**src/rtl/pacemaker_dual_param.sv**
```systemverilog
// Dual-chamber pacemaker timing core with runtime mode select (DDD/VVI/AAI/OFF),
// refractory blanking, upper-rate limiting and one-cycle sense-event flags.
module pacemaker_dual_param #(
  parameter int unsigned CNT_W = 16,
  parameter int unsigned LRI   = 100,
  parameter int unsigned AVI   = 30,
  parameter int unsigned URI   = 60,
  parameter int unsigned VRP   = 20,
  parameter int unsigned PVARP = 25
) (
  input  logic       clk,
  input  logic       rst,
  input  logic       sa,
  input  logic       sv,
  input  logic [1:0] mode,
  output logic       pa,
  output logic       pv,
  output logic       as_evt,
  output logic       vs_evt,
  output logic [1:0] state
);

  typedef enum logic [1:0] {
    VA_WAIT = 2'b00,
    AV_WAIT = 2'b01,
    IDLE    = 2'b10
  } state_t;

  localparam logic [1:0] MODE_DDD = 2'b00;
  localparam logic [1:0] MODE_VVI = 2'b01;
  localparam logic [1:0] MODE_AAI = 2'b10;
  localparam logic [1:0] MODE_OFF = 2'b11;

  localparam logic [CNT_W-1:0] CNT_MAX   = {CNT_W{1'b1}};
  localparam logic [CNT_W-1:0] PA_AT     = CNT_W'(LRI - AVI - 1);
  localparam logic [CNT_W-1:0] LRI_LAST  = CNT_W'(LRI - 1);
  localparam logic [CNT_W-1:0] AV_LAST   = CNT_W'(AVI - 1);
  localparam logic [CNT_W-1:0] URI_LAST  = CNT_W'(URI - 1);
  localparam logic [CNT_W-1:0] VRP_C     = CNT_W'(VRP);
  localparam logic [CNT_W-1:0] PVARP_C   = CNT_W'(PVARP);

  state_t           state_q, state_d;
  logic [1:0]       mode_q;
  logic [CNT_W-1:0] v_cnt, v_cnt_d, v_inc;
  logic [CNT_W-1:0] av_cnt, av_cnt_d, av_inc;
  logic             pa_d, pv_d, as_d, vs_d;
  logic             sa_ok, sv_ok;

  assign state = state_q;

  // Saturating increments and refractory-qualified senses
  always_comb begin
    v_inc  = (v_cnt == CNT_MAX) ? v_cnt : v_cnt + CNT_W'(1);
    av_inc = (av_cnt == AV_LAST) ? av_cnt : av_cnt + CNT_W'(1);
    sv_ok  = sv && (v_cnt >= VRP_C);
    sa_ok  = sa && (v_cnt >= PVARP_C);
  end

  // Next-state and next-output decode; a sense always wins over a pace timeout
  always_comb begin
    state_d  = state_q;
    v_cnt_d  = v_inc;
    av_cnt_d = '0;
    pa_d     = 1'b0;
    pv_d     = 1'b0;
    as_d     = 1'b0;
    vs_d     = 1'b0;

    if (mode != mode_q) begin
      state_d = (mode == MODE_OFF) ? IDLE : VA_WAIT;
      v_cnt_d = '0;
    end else begin
      case (mode_q)
        MODE_OFF: begin
          state_d = IDLE;
          v_cnt_d = '0;
        end

        MODE_VVI: begin
          state_d = VA_WAIT;
          if (sv_ok) begin
            vs_d    = 1'b1;
            v_cnt_d = '0;
          end else if (v_cnt == LRI_LAST) begin
            pv_d    = 1'b1;
            v_cnt_d = '0;
          end
        end

        MODE_AAI: begin
          state_d = VA_WAIT;
          if (sa_ok) begin
            as_d    = 1'b1;
            v_cnt_d = '0;
          end else if (v_cnt == LRI_LAST) begin
            pa_d    = 1'b1;
            v_cnt_d = '0;
          end
        end

        default: begin
          if (state_q == AV_WAIT) begin
            // pv waits for both AV delay expiry and the upper-rate limit
            if (sv_ok) begin
              vs_d    = 1'b1;
              v_cnt_d = '0;
              state_d = VA_WAIT;
            end else if ((av_cnt == AV_LAST) && (v_cnt >= URI_LAST)) begin
              pv_d    = 1'b1;
              v_cnt_d = '0;
              state_d = VA_WAIT;
            end else begin
              av_cnt_d = av_inc;
            end
          end else begin
            state_d = VA_WAIT;
            if (sv_ok) begin
              vs_d    = 1'b1;
              v_cnt_d = '0;
            end else if (sa_ok) begin
              as_d    = 1'b1;
              state_d = AV_WAIT;
            end else if (v_cnt == PA_AT) begin
              pa_d    = 1'b1;
              state_d = AV_WAIT;
            end
          end
        end
      endcase
    end
  end

  // State, counters and registered outputs
  always_ff @(posedge clk) begin
    if (rst) begin
      state_q <= VA_WAIT;
      mode_q  <= mode;
      v_cnt   <= '0;
      av_cnt  <= '0;
      pa      <= 1'b0;
      pv      <= 1'b0;
      as_evt  <= 1'b0;
      vs_evt  <= 1'b0;
    end else begin
      state_q <= state_d;
      mode_q  <= mode;
      v_cnt   <= v_cnt_d;
      av_cnt  <= av_cnt_d;
      pa      <= pa_d;
      pv      <= pv_d;
      as_evt  <= as_d;
      vs_evt  <= vs_d;
    end
  end

endmodule

```
**config.mk**
```make
export PLATFORM = sky130hd
export DESIGN_NAME = pacemaker_dual_param
export DESIGN_NICKNAME = d
export VERILOG_FILES = /design/src/rtl/pacemaker_dual_param.sv
export SDC_FILE = /design/constraint.sdc
export NUM_CORES = 1
export LEC_CHECK = 0
export ABC_CLOCK_PERIOD_IN_PS = 2300
export CAP_MARGIN = 40
export CORE_AREA = 5 5 76 78
export DETAILED_ROUTE_END_ITERATION = 6
export DIE_AREA = 0 0 81 83
export GPL_TIMING_DRIVEN = 0
export SYNTH_ARGS = -nofsm -noshare
export SYNTH_HDL_FRONTEND = slang
export SYNTH_SLANG_ARGS = --single-unit
```
**constraint.sdc**
```tcl
create_clock -name clk -period 2.3 [get_ports clk]
set_input_delay 0.23 -clock clk [delete_from_list [all_inputs] [get_ports clk]]
set_output_delay 0.23 -clock clk [all_outputs]
set_load 0.1 [all_outputs]
```
==> implementation parameters, run 1 <==
Parameter                              Value

Setup path
  Crit. End Element ... register
  Family with the most delay on the worst path ... simple AND/OR/NAND/NOR gates
  Reg-to-Reg Start ... av_cnt[0]
  Startpoint type of the worst setup path ... register
  CP max-delay cell ... dfxtp_2
  Critical Path AT ... 2.27 ns
  Maximum fanout encountered on the critical timing path ... 10
  Crit path kind ... reg2reg
  Buffers plus inverters on the worst setup path ... 2
  Largest stage delay on the critical path ... 0.39 ns
  Endpoint required time on the critical path ... 2.48 ns
  Critical-path cell list ... ha_1 > nor4b_1 > and4_1 > buf_2 > nand2_2 > o2111ai_4 > buf_4 > nor2_1
  Critical path startpoint ... av_cnt[0]

Logic synthesis
  Ys Warns ... 0
  Fraction of registers with async set or reset after synthesis ... 0%
  Count of distinct cell types in the synthesized netlist ... 51
  Ranking of synthesized cells by area ... dfxtp_1, xnor2_1, nor2_1
  Synth top area share ... 36.8%
  Register area share after synthesis ... 36.8%
  Number of register bits inferred by synthesis ... 40
  Mapped Cells ... 254
  Synth Flop Type ... dfxtp_1
  Average cell area after synthesis ... 8.57 µm²
  Post-synthesis cell type with the largest combined area ... dfxtp_1
  Number of enable-type register cells in the synthesized netlist ... 0
  Netlist area before placement ... 2180 µm²
  Post-synthesis net count ... 269

Floorplan
  Initial cell density of the core ... 43.4%
  Die height ... 83 µm
  Core region area ... 5010 µm²
  Floorplan die area ... 6720 µm²
  Number of placed I/O pins ... 12
  Floorplan die width ... 81 µm
  Placement Rows ... 26

Routing
  First-pass DRT Iterations ... 4
  Final wirelength ... 4.42 mm
  DRT antenna net count ... 0
  Remaining design rule violation count ... 0
  Count of vias placed by the detailed router ... 1850
  Number of vias per cell after detailed routing ... 5.27
  Wirelength per Cell ... 12.6 µm
  Number of DRC markers in iteration 0 ... 87

GRT
  Number of global-route vias before repair ... 1725
  Number of antenna violations at the first check in global routing ... 0
  First-pass GRT wire length ... 7.76 mm
  Global-route met3 utilization ... 3.57%
  Fraction of met1 tracks used by global routing ... 18.7%
  Met2 capacity usage during global routing ... 22.7%
  GRT Total Usage ... 14.2%
  Remaining Overflow, GRT ... 0
  Global routing's busiest layer ... met2
  Pin count of the biggest net entering global routing ... 14

CTS
  Deepest clock path buffer count ... 2
  Maximum level of the CTS H-tree ... 2
  Clock Sinks ... 40
  Number of hold buffers added after cts ... 0
  Clock-pin slew reported for the worst setup and hold paths after clock tree synthesis ... 0.08 ns
  TritonCTS clock tree ... done
  Clock Latency Late Sink ... 0.29 ns
  Cts bufs inserted ... 5
  Clock root buffer ... clkbuf_8

Placement
  HPWL after detailed placement ... 3.29 mm
  Routability Congestion ... 0.841
  Port buffer count ... 11

Timing
  Min Tclk post-route ... 2.09 ns
  Setup repair after global routing missed its margin ... no
  Worst slew margin relative to its limit ... 67.2%
  Max-slew violation count ... 0
  Hold slack final ... 0.492 ns
  Final number of hold-violating endpoints ... 0
  Setup TNS ... 0 ns
  Total of endpoints with negative setup slack in the final report ... 0
  Top achievable clock speed ... 478 MHz
  Actual slew at the worst max-slew pin ... 0.479 ns
  Ratio of final minimum period to clock period ... 90.9%
  Fin Clk Skew ... 0.0102 ns

Cells and area
  Share of post-route cells with drive strength above 1 ... 12.1%
  Top library cells by usage in the layout, fill and taps aside ... dfxtp_1, nor2_1, xnor2_1
  Antenna cell count ... 0
  Utilization after layout ... 52.7%
  Most common library cell in the layout ignoring fill and taps ... dfxtp_1
  Relative area change from synthesis to final layout ... 21.3%
  Net count reported at finish ... 295

Power
  Peak ir drop on the vdd network ... 0.000294 V
  Power density relative to cell area ... 525 nW/µm²
  Sum of internal, switching and leakage power ... 1.39 mW
  Lkg Pwr ... 0.845 nW

Status
  Status ... complete, no violations

Worst hold path
  Hold_sp ... mode[0]
  Worst hold-check path type ... in2reg

Flow run
  Max-cap viol count ... 0
==> worst reg2reg max path, delay by kind of cell (launching register included) <==
family / cells / cell delay (ns)
adders and majority gates: 1 / 0.16
buffers and inverters: 2 / 0.43
and+or+nand+nor: 4 / 0.67
DFF: 1 / 0.39
AOI/OAI and AO/OA: 1 / 0.33
==> flip-flops by register name (all words and copies together), names as in the netlist <==
| signal | count |
|---|---|
| pa | 1 |
| vs_evt | 1 |
| v_cnt | 16 |
| pv | 1 |
| state | 2 |
| mode_q | 2 |
| as_evt | 1 |
| av_cnt | 16 |
==> final cells by class <==
| class | instances | area [µm²] |
|---|---|---|
| plain buffers | 8 | 58.8 |
| fillers | 482 | 2370 |
| multi-input cells | 192 | 1290 |
| flip-flops and latches | 40 | 802 |
| repair buffers | 19 | 228 |
| well taps | 70 | 87.6 |
| clock buffers | 6 | 82.6 |
| inverters | 14 | 52.6 |
| clock inverters | 2 | 38.8 |
==> kinds of logic (layout without fill, tap and decap cells) <==
kind of cell / count (synthesis) / in the layout / synth area share, %
AND/OR/NAND/NOR: 116 / 116 / 28.7
adder cells (fa/ha/maj): 9 / 9 / 5.18
AO/OA/AOI/OAI: 42 / 42 / 14.2
flip-flops: 40 / 40 / 36.8
XOR/XNOR: 25 / 25 / 10.1
buffers and inverters: 22 / 49 / 5.06
==> power by group <==
| part | switching [mW] | internal [mW] | total (mW) |
|---|---|---|---|
| Clock | 0.252 | 0.355 | 0.607 |
| Sequential | 0.00532 | 0.696 | 0.701 |
| Combinational | 0.0416 | 0.0365 | 0.0781 |
| Total | 0.299 | 1.09 | 1.39 |
==> synth_stat cells, types with 2 or more instances <==
| cell type | count |
|---|---|
| a211oi_1 | 11 |
| a21oi_1 | 6 |
| a31oi_1 | 3 |
| and2_1 | 4 |
| and3_1 | 3 |
| and4_1 | 6 |
| buf_4 | 2 |
| clkbuf_1 | 2 |
| dfxtp_1 | 40 |
| ha_1 | 9 |
| inv_1 | 14 |
| nand2_1 | 15 |
| nand2b_1 | 2 |
| nand3_1 | 11 |
| nand4_1 | 5 |
| nor2_1 | 34 |
| nor3_1 | 14 |
| nor3b_1 | 2 |
| nor4_1 | 6 |
| nor4b_1 | 2 |
| o21ai_0 | 7 |
| or3_1 | 4 |
| xnor2_1 | 19 |
| xor2_1 | 6 |
==> metal layers <==
metal  part of all wire, %  routed length (µm)  vias up
met5                     0                   0        -
met4                   1.0                  46        0
met3                   2.4                 107        4
met2                    48                2110       19
met1                    49                2160      853
li1                      -                   -      974
==> what timing repair did <==
item | 4_1_cts | 5_1_grt
resized for setup | 0 | 6
endpoints found under the setup margin | 0 | 26
setup buffers | 0 | 2
==> path summary, 6_finish.rpt <==
check	endpoint	slack, ns	cells past startpoint
worst max register to register	av_cnt[9]	0.21	8
worst max-delay path	av_cnt[9]	0.21	8
worst min register to register	v_cnt[1]	0.50	2
worst min-delay path	mode_q[0]	0.49	1
==> metrics by stage <==
| stage | instances | setup slack, ns | instance area, µm² |
|---|---|---|---|
| 2_1_floorplan | 254 | 0.249 | 2180 |
| 3_3_place_gp | 335 | 0.0139 | 2370 |
| 3_5_place_dp | 341 | 0.0424 | 2460 |
| 4_1_cts | 349 | 0.00531 | 2580 |
| 5_1_grt | 351 | 0.0180 | 2640 |
| 6_report | 351 | 0.210 | 2640 |
Power figures use the tool's default switching activity.
==> inputs of run 2 (changes only) <==
--- a/config.mk
+++ b/config.mk
@@ -7,10 +7,13 @@
 export LEC_CHECK = 0
 export ABC_CLOCK_PERIOD_IN_PS = 2300
 export CAP_MARGIN = 40
-export CORE_AREA = 5 5 76 78
+export CELL_PAD_IN_SITES_DETAIL_PLACEMENT = 0
+export CELL_PAD_IN_SITES_GLOBAL_PLACEMENT = 2
+export CORE_AREA = 5 5 84 86
 export DETAILED_ROUTE_END_ITERATION = 6
-export DIE_AREA = 0 0 81 83
+export DIE_AREA = 0 0 89 91
 export GPL_TIMING_DRIVEN = 0
+export PLACE_DENSITY = 0.85
 export SYNTH_ARGS = -nofsm -noshare
 export SYNTH_HDL_FRONTEND = slang
 export SYNTH_SLANG_ARGS = --single-unit
==> run 2 against run 1 <==
- first-iteration DRC count down 41%
- non-clock buffer count is 4 higher
- worst setup slack got worse by 0.033 ns
- wire length increased by 5.9%
- clock skew decreased by 0.0021 ns
- fmax fell by 1.5%
- via count is 0.32% lower
- critical path type unchanged
- largest cell class unchanged
==> implementation parameters, run 2 (same netlist as run 1, synthesis figures left out) <==
Parameter                              Value

Floorplan
  Initial cell density of the core ... 35.1% (-8.4 points)
  Die height ... 91 µm (+9.6%)
  Floorplan die width ... 89 µm (+9.9%)
  Floorplan die area ... 8100 µm² (+20%)
  Core region area ... 6200 µm² (+24%)
  Number of placed I/O pins ... 12 (unchanged)
  Placement Rows ... 29 (+12%)

GRT
  Remaining Overflow, GRT ... 0 (unchanged)
  GRT Total Usage ... 12.4% (-1.9 points)
  Number of antenna violations at the first check in global routing ... 0 (unchanged)
  First-pass GRT wire length ... 8.11 mm (+4.6%)
  Pin count of the biggest net entering global routing ... 13 (-1)
  Number of global-route vias before repair ... 1740 (+0.87%)

Routing
  Wirelength per Cell ... 12.9 µm (+2.7%)
  First-pass DRT Iterations ... 6 (+2)
  Routed wl met3 ... 133 µm (+24%)
  Count of vias placed by the detailed router ... 1844 (-0.32%)
  Wire length the detailed router placed on met1 ... 2.40 mm (+11%)
  DRT antenna net count ... 0 (unchanged)
  Met2 wire length ... 2.08 mm (-1.1%)
  Remaining design rule violation count ... 0 (unchanged)
  Number of DRC markers in iteration 0 ... 51 (-41%)
  Final wirelength ... 4.68 mm (+5.9%)
  Number of vias per cell after detailed routing ... 5.09 (-3.4%)
  Top routing layer in use ... met4

CTS
  TritonCTS clock tree ... done
  Maximum level of the CTS H-tree ... 2 (unchanged)
  Deepest clock path buffer count ... 2 (unchanged)
  Clock root buffer ... clkbuf_8
  Clock-pin slew reported for the worst setup and hold paths after clock tree synthesis ... 0.08 ns (about the same)
  Cts bufs inserted ... 5 (unchanged)
  Clock Latency Late Sink ... 0.29 ns (about the same)
  Clock Sinks ... 40 (unchanged)

Cells and area
  Share of post-route cells with drive strength above 1 ... 13.3% (+1.2 points)
  Most common library cell in the layout ignoring fill and taps ... dfxtp_1
  Top library cells by usage in the layout, fill and taps aside ... dfxtp_1, nor2_1, xnor2_1
  Relative area change from synthesis to final layout ... 22.2%
  Antenna cell count ... 0 (unchanged)
  Fillcell total ... 614 (+27%)
  Largest registers ... av_cnt x16, v_cnt x16
  Net count reported at finish ... 299 (+1.4%)

Setup path
  Crit path kind ... reg2reg
  Critical Path AT ... 2.31 ns (+0.04 ns)
  Endpoint required time on the critical path ... 2.48 ns (about the same)
  Maximum fanout encountered on the critical timing path ... 10 (unchanged)
  Reg-to-Reg Start ... av_cnt[1]
  Crit. End Element ... register
  Startpoint type of the worst setup path ... register
  Critical path startpoint ... av_cnt[1]

Timing
  Fin Clk Skew ... 0.00811 ns (-0.00211 ns)
  Actual slew at the worst max-slew pin ... 0.482 ns (+0.00338 ns)
  Setup repair after global routing missed its margin ... no
  Hold slack final ... 0.505 ns (+0.0122 ns)
  Total of endpoints with negative setup slack in the final report ... 0 (unchanged)
  Ratio of final minimum period to clock period ... 92.3% (+1.4 points)
  Max-slew violation count ... 0 (unchanged)
  Setup TNS ... 0 ns (unchanged)
  Min Tclk post-route ... 2.12 ns (+0.0328 ns)
  Final number of hold-violating endpoints ... 0 (unchanged)
  Worst slew margin relative to its limit ... 67.0% (-0.23 points)
  Top achievable clock speed ... 471 MHz (-1.5%)
  Least setup slack across all paths after layout ... 0.177 ns (-0.0328 ns)

Placement
  Port buffer count ... 11 (unchanged)
  HPWL after detailed placement ... 3.38 mm (+2.6%)
  Routability Congestion ... 0.736 (-12%)
  Setup Slack @ Placement ... -0.00126 ns (-0.0437 ns)

Power
  Lkg Pwr ... 0.850 nW (+0.51%)
  Peak ir drop on the vdd network ... 0.000287 V (-2.3%)
  Power density relative to cell area ... 504 nW/µm² (-4.1%)

Status
  Status ... complete, no violations

Flow run
  Max-cap viol count ... 0 (unchanged)

Worst hold path
  Worst hold-check path type ... in2reg
  Hold_sp ... mode[0]
-- run 2: changes by cell type in the layout (fill, tap and decap cells not counted), sizes merged --
cell  before  now
buf       12   16
-- run 2: layer usage --
metal / up-vias / GRT usage [%]
met5: - / 0
met4: 0 / 3.47
met3: 5 / 3.26
met2: 13 / 19.1
met1: 852 / 16.9
li1: 974 / -
-- run 2: final timing paths --
path                                   to  slack [ns]  cells after the start
worst max register to register   v_cnt[0]        0.18                      9
worst min-delay path            mode_q[0]        0.50                      1
worst min register to register   v_cnt[1]        0.51                      2
worst max-delay path             v_cnt[0]        0.18                      9
-- run 2: final cells by class --
class	instances	area (µm²)	share of cell area [%]
tap	77	96.3	3.62
timing repair buffer	23	245	9.22
inverter	14	52.6	1.98
sequential	40	802	30.2
multi-input combinational	192	1300	48.8
buffer	8	58.8	2.21
clock buffer	6	72.6	2.73
clock inverter	2	35.0	1.32
-- run 2: critical path: stages, from the launching register on --
cell and delay [ns]:
dfxtp_1 0.35, inv_1 0.06, ha_1 0.14, nor4b_1 0.24, and4_1 0.21, buf_2 0.20, o2111ai_2 0.19, a32oi_4 0.37
buf_6 0.19, nor2_1 0.06
-- run 2: power breakdown --
group / switching [mW] / internal, mW / leakage, nW / total, mW
clock network: 0.239 / 0.322 / 0.0552 / 0.561
logic: 0.0417 / 0.0342 / 0.471 / 0.0759
registers: 0.00562 / 0.696 / 0.324 / 0.702
-- run 2: stage by stage --
step | instances | utilization [%] | total power, mW | cell area, µm²
floorplan | 254 | - | 0.762 | 2180
global placement | 342 | 38.4 | 0.785 | 2380
detailed placement | 348 | 39.8 | 0.788 | 2470
CTS | 356 | 41.9 | 1.36 | 2600
global route | 362 | 42.9 | 1.40 | 2660
finish | 362 | 42.9 | 1.34 | 2660
-- run 2: repair_timing --
action                                  4_1_cts  5_1_grt
setup buffers                                 0        6
pin swaps                                     0        2
endpoints found under the setup margin       11       21
resized for setup                             2        5
hold buffers                                  0        0
==> inputs of run 3 (changes only) <==
--- a/config.mk
+++ b/config.mk
@@ -5,15 +5,17 @@
 export SDC_FILE = /design/constraint.sdc
 export NUM_CORES = 1
 export LEC_CHECK = 0
+export ABC_AREA = 1
 export ABC_CLOCK_PERIOD_IN_PS = 2300
 export CAP_MARGIN = 40
 export CELL_PAD_IN_SITES_DETAIL_PLACEMENT = 0
 export CELL_PAD_IN_SITES_GLOBAL_PLACEMENT = 2
-export CORE_AREA = 5 5 84 86
+export CORE_AREA = 5 5 91 93
 export DETAILED_ROUTE_END_ITERATION = 6
-export DIE_AREA = 0 0 89 91
+export DIE_AREA = 0 0 96 98
 export GPL_TIMING_DRIVEN = 0
-export PLACE_DENSITY = 0.85
+export PLACE_DENSITY = 0.86
+export SLEW_MARGIN = 0
 export SYNTH_ARGS = -nofsm -noshare
 export SYNTH_HDL_FRONTEND = slang
 export SYNTH_SLANG_ARGS = --single-unit
==> run 3 against run 2 <==
- sequential cell count stayed put
- critical path depth is 2 higher
- total power is 1.4% higher
- critical endpoint is now av_cnt[2]
- largest cell class unchanged
==> implementation parameters, run 3 <==
Parameter                              Value

Status
  Status ... complete, no violations

Floorplan
  Number of placed I/O pins ... 12 (unchanged)
  Placement Rows ... 32 (+10%)
  Floorplan die area ... 9410 µm² (+16%)
  Floorplan die width ... 96 µm (+7.9%)
  Core region area ... 7450 µm² (+20%)
  Die height ... 98 µm (+7.7%)
  Initial cell density of the core ... 32.3% (-2.7 points)

Logic synthesis
  Post-synthesis net count ... 365 (+36%)
  Mapped Cells ... 350 (+38%)
  Register area share after synthesis ... 33.3% (-3.5 points)
  Cell with the most instances after synthesis ... nand2_1
  Ranking of synthesized cells by area ... dfxtp_1, nand2_1, nor2_1
  Number of register bits inferred by synthesis ... 40 (unchanged)
  Synth top area share ... 33.3% (-3.5 points)
  Count of distinct cell types in the synthesized netlist ... 32 (-37%)
  Post-synthesis cell type with the largest combined area ... dfxtp_1
  Fraction of registers with async set or reset after synthesis ... 0% (unchanged)
  Average cell area after synthesis ... 6.88 µm² (-20%)
  Commonest cells in the netlist ... nand2_1, nor2_1, inv_1, dfxtp_1, nand3_1
  Number of enable-type register cells in the synthesized netlist ... 0 (unchanged)
  Ys Warns ... 0 (unchanged)
  Synth Flop Type ... dfxtp_1
  Netlist area before placement ... 2410 µm² (+11%)

Timing
  Actual slew at the worst max-slew pin ... 0.373 ns (-0.110 ns)
  Worst slew margin relative to its limit ... 75.0% (+8.0 points)
  Max-slew violation count ... 0 (unchanged)
  Total of endpoints with negative setup slack in the final report ... 0 (unchanged)
  Fin Clk Skew ... 0.0136 ns (+0.00552 ns)
  Ratio of final minimum period to clock period ... 78.5% (-14 points)
  Top achievable clock speed ... 554 MHz (+18%)
  Setup TNS ... 0 ns (unchanged)
  Final number of hold-violating endpoints ... 0 (unchanged)
  Setup repair after global routing missed its margin ... no
  Min Tclk post-route ... 1.81 ns (-0.317 ns)

Setup path
  Critical path startpoint ... av_cnt[0]
  Critical Path AT ... 1.99 ns (-0.32 ns)
  Startpoint type of the worst setup path ... register
  Endpoint required time on the critical path ... 2.48 ns (about the same)
  Maximum fanout encountered on the critical timing path ... 10 (unchanged)
  Reg-to-Reg Start ... av_cnt[0]
  Crit path kind ... reg2reg
  Crit. End Element ... register

CTS
  Post-cts repair resize count ... 0 (-2)
  Number of hold buffers added after cts ... 0 (unchanged)
  Maximum level of the CTS H-tree ... 2 (unchanged)
  Cts bufs inserted ... 5 (unchanged)
  Clock Sinks ... 40 (unchanged)
  Count of buffers added by post-CTS timing repair for setup ... 0 (unchanged)
  Deepest clock path buffer count ... 2 (unchanged)
  Clock root buffer ... clkbuf_8
  Clock-pin slew reported for the worst setup and hold paths after clock tree synthesis ... 0.09 ns (about the same)
  TritonCTS clock tree ... done
  Clock Latency Late Sink ... 0.30 ns (about the same)

Cells and area
  Relative area change from synthesis to final layout ... 18.2%
  Top library cells by usage in the layout, fill and taps aside ... nand2_1, nor2_1, inv_1
  Most common library cell in the layout ignoring fill and taps ... nand2_1
  Share of post-route cells with drive strength above 1 ... 14.9% (+1.6 points)
  Largest registers ... av_cnt x16, v_cnt x16
  Antenna cell count ... 0 (unchanged)
  Net count reported at finish ... 389 (+30%)

Routing
  Remaining design rule violation count ... 0 (unchanged)
  Count of vias placed by the detailed router ... 2138 (+16%)
  Number of DRC markers in iteration 0 ... 65 (+27%)
  First-pass DRT Iterations ... 4 (-2)
  Number of vias per cell after detailed routing ... 4.48 (-12%)
  Wirelength per Cell ... 11.1 µm (-14%)
  Met2 wire length ... 2.29 mm (+10%)
  Wire length the detailed router placed on met1 ... 2.80 mm (+17%)
  Routed wl met3 ... 137 µm (+3.0%)
  Final wirelength ... 5.30 mm (+13%)
  DRT antenna net count ... 0 (unchanged)
  Top routing layer in use ... met4

Placement
  Port buffer count ... 11 (unchanged)
  HPWL after detailed placement ... 4.02 mm (+19%)
  Routability Congestion ... 0.796 (+8.1%)

Power
  Lkg Pwr ... 1.13 nW (+33%)
  Sum of internal, switching and leakage power ... 1.36 mW (+1.4%)
  Power density relative to cell area ... 477 nW/µm² (-5.3%)
  Peak ir drop on the vdd network ... 0.000255 V (-11%)

GRT
  Pin count of the biggest net entering global routing ... 14 (+1)
  Number of global-route vias before repair ... 2073 (+19%)
  First-pass GRT wire length ... 9.27 mm (+14%)
  Number of antenna violations at the first check in global routing ... 0 (unchanged)
  Remaining Overflow, GRT ... 0 (unchanged)
  GRT Total Usage ... 12.2% (-0.14 points)

Worst hold path
  Hold_sp ... mode[1]
  Worst hold-check path type ... in2reg

Flow run
  Max-cap viol count ... 0 (unchanged)
## run 3: cell types whose count changed after synthesis, moves of 5 or more
cell      delta
a211oi_1    -10
or2_2        +5
inv_1       +32
nor2_2      +12
xnor2_1     -15
nand2_1     +54
a21oi_1      +6
nand3_1     +14
and4_1       -6
nor2_1      +19
## run 3: kinds of logic after synthesis
logic type / count (synthesis) / share of synthesized area (%)
AO/OA/AOI/OAI: 29 / 7.02
XOR/XNOR: 13 / 4.73
adder cells (fa/ha/maj): 9 / 4.68
buffers and inverters: 54 / 9.56
flip-flops: 40 / 33.3
AND/OR/NAND/NOR: 205 / 40.7
## run 3: power by group
part	leakage [nW]	total [mW]	switching (mW)	internal, mW
combinational	0.752	0.0761	0.0451	0.0309
clock	0.0541	0.582	0.261	0.321
sequential	0.323	0.700	0.00394	0.696
## run 3: metrics by stage
stage                     utilization [%]  area (µm²)  hold slack (ns)  setup slack (ns)  std cells
final                                38.2        2850            0.461             0.494        477
after CTS                            38.2        2850            0.448             0.456        477
after global placement               35.5        2650            0.490             0.424        463
after global routing                 38.2        2850            0.452             0.283        477
after detailed placement             36.7        2740            0.498             0.399        469
after floorplan                         -        2410            0.258             0.218        350
## run 3: layout make-up
type	instances	area, µm²
Multi-Input combinational cell	256	1380
Tap cell	102	128
Fill cell	821	4600
Clock inverter	3	42.5
Timing Repair Buffer	17	200
Buffer	7	53.8
Inverter	47	176
Sequential cell	40	801
Clock buffer	5	68.8
## run 3: critical path, cell delays in order (launching register included)
cell and delay [ns]:
dfxtp_1 0.40, ha_1 0.17, inv_1 0.07, nor2_1 0.09, nand4_1 0.11, nor2_2 0.29, nand2_1 0.10, inv_1 0.11
nor2_4 0.05, nand2_4 0.09, buf_6 0.17, nor2_1 0.05
## run 3: final timing paths
kind                     to  slack [ns]  cells past startpoint
hold / removal    mode_q[1]        0.46                      1
hold reg to reg   av_cnt[1]        0.51                      2
setup reg to reg  av_cnt[2]        0.49                     11
setup / recovery  av_cnt[2]        0.49                     11
## run 3: per-layer routing
metal,track usage [%],vias up
met5,0,-
met2,18.7,20
met1,17.1,958
met3,2.54,7
met4,3.61,0
li1,-,1153
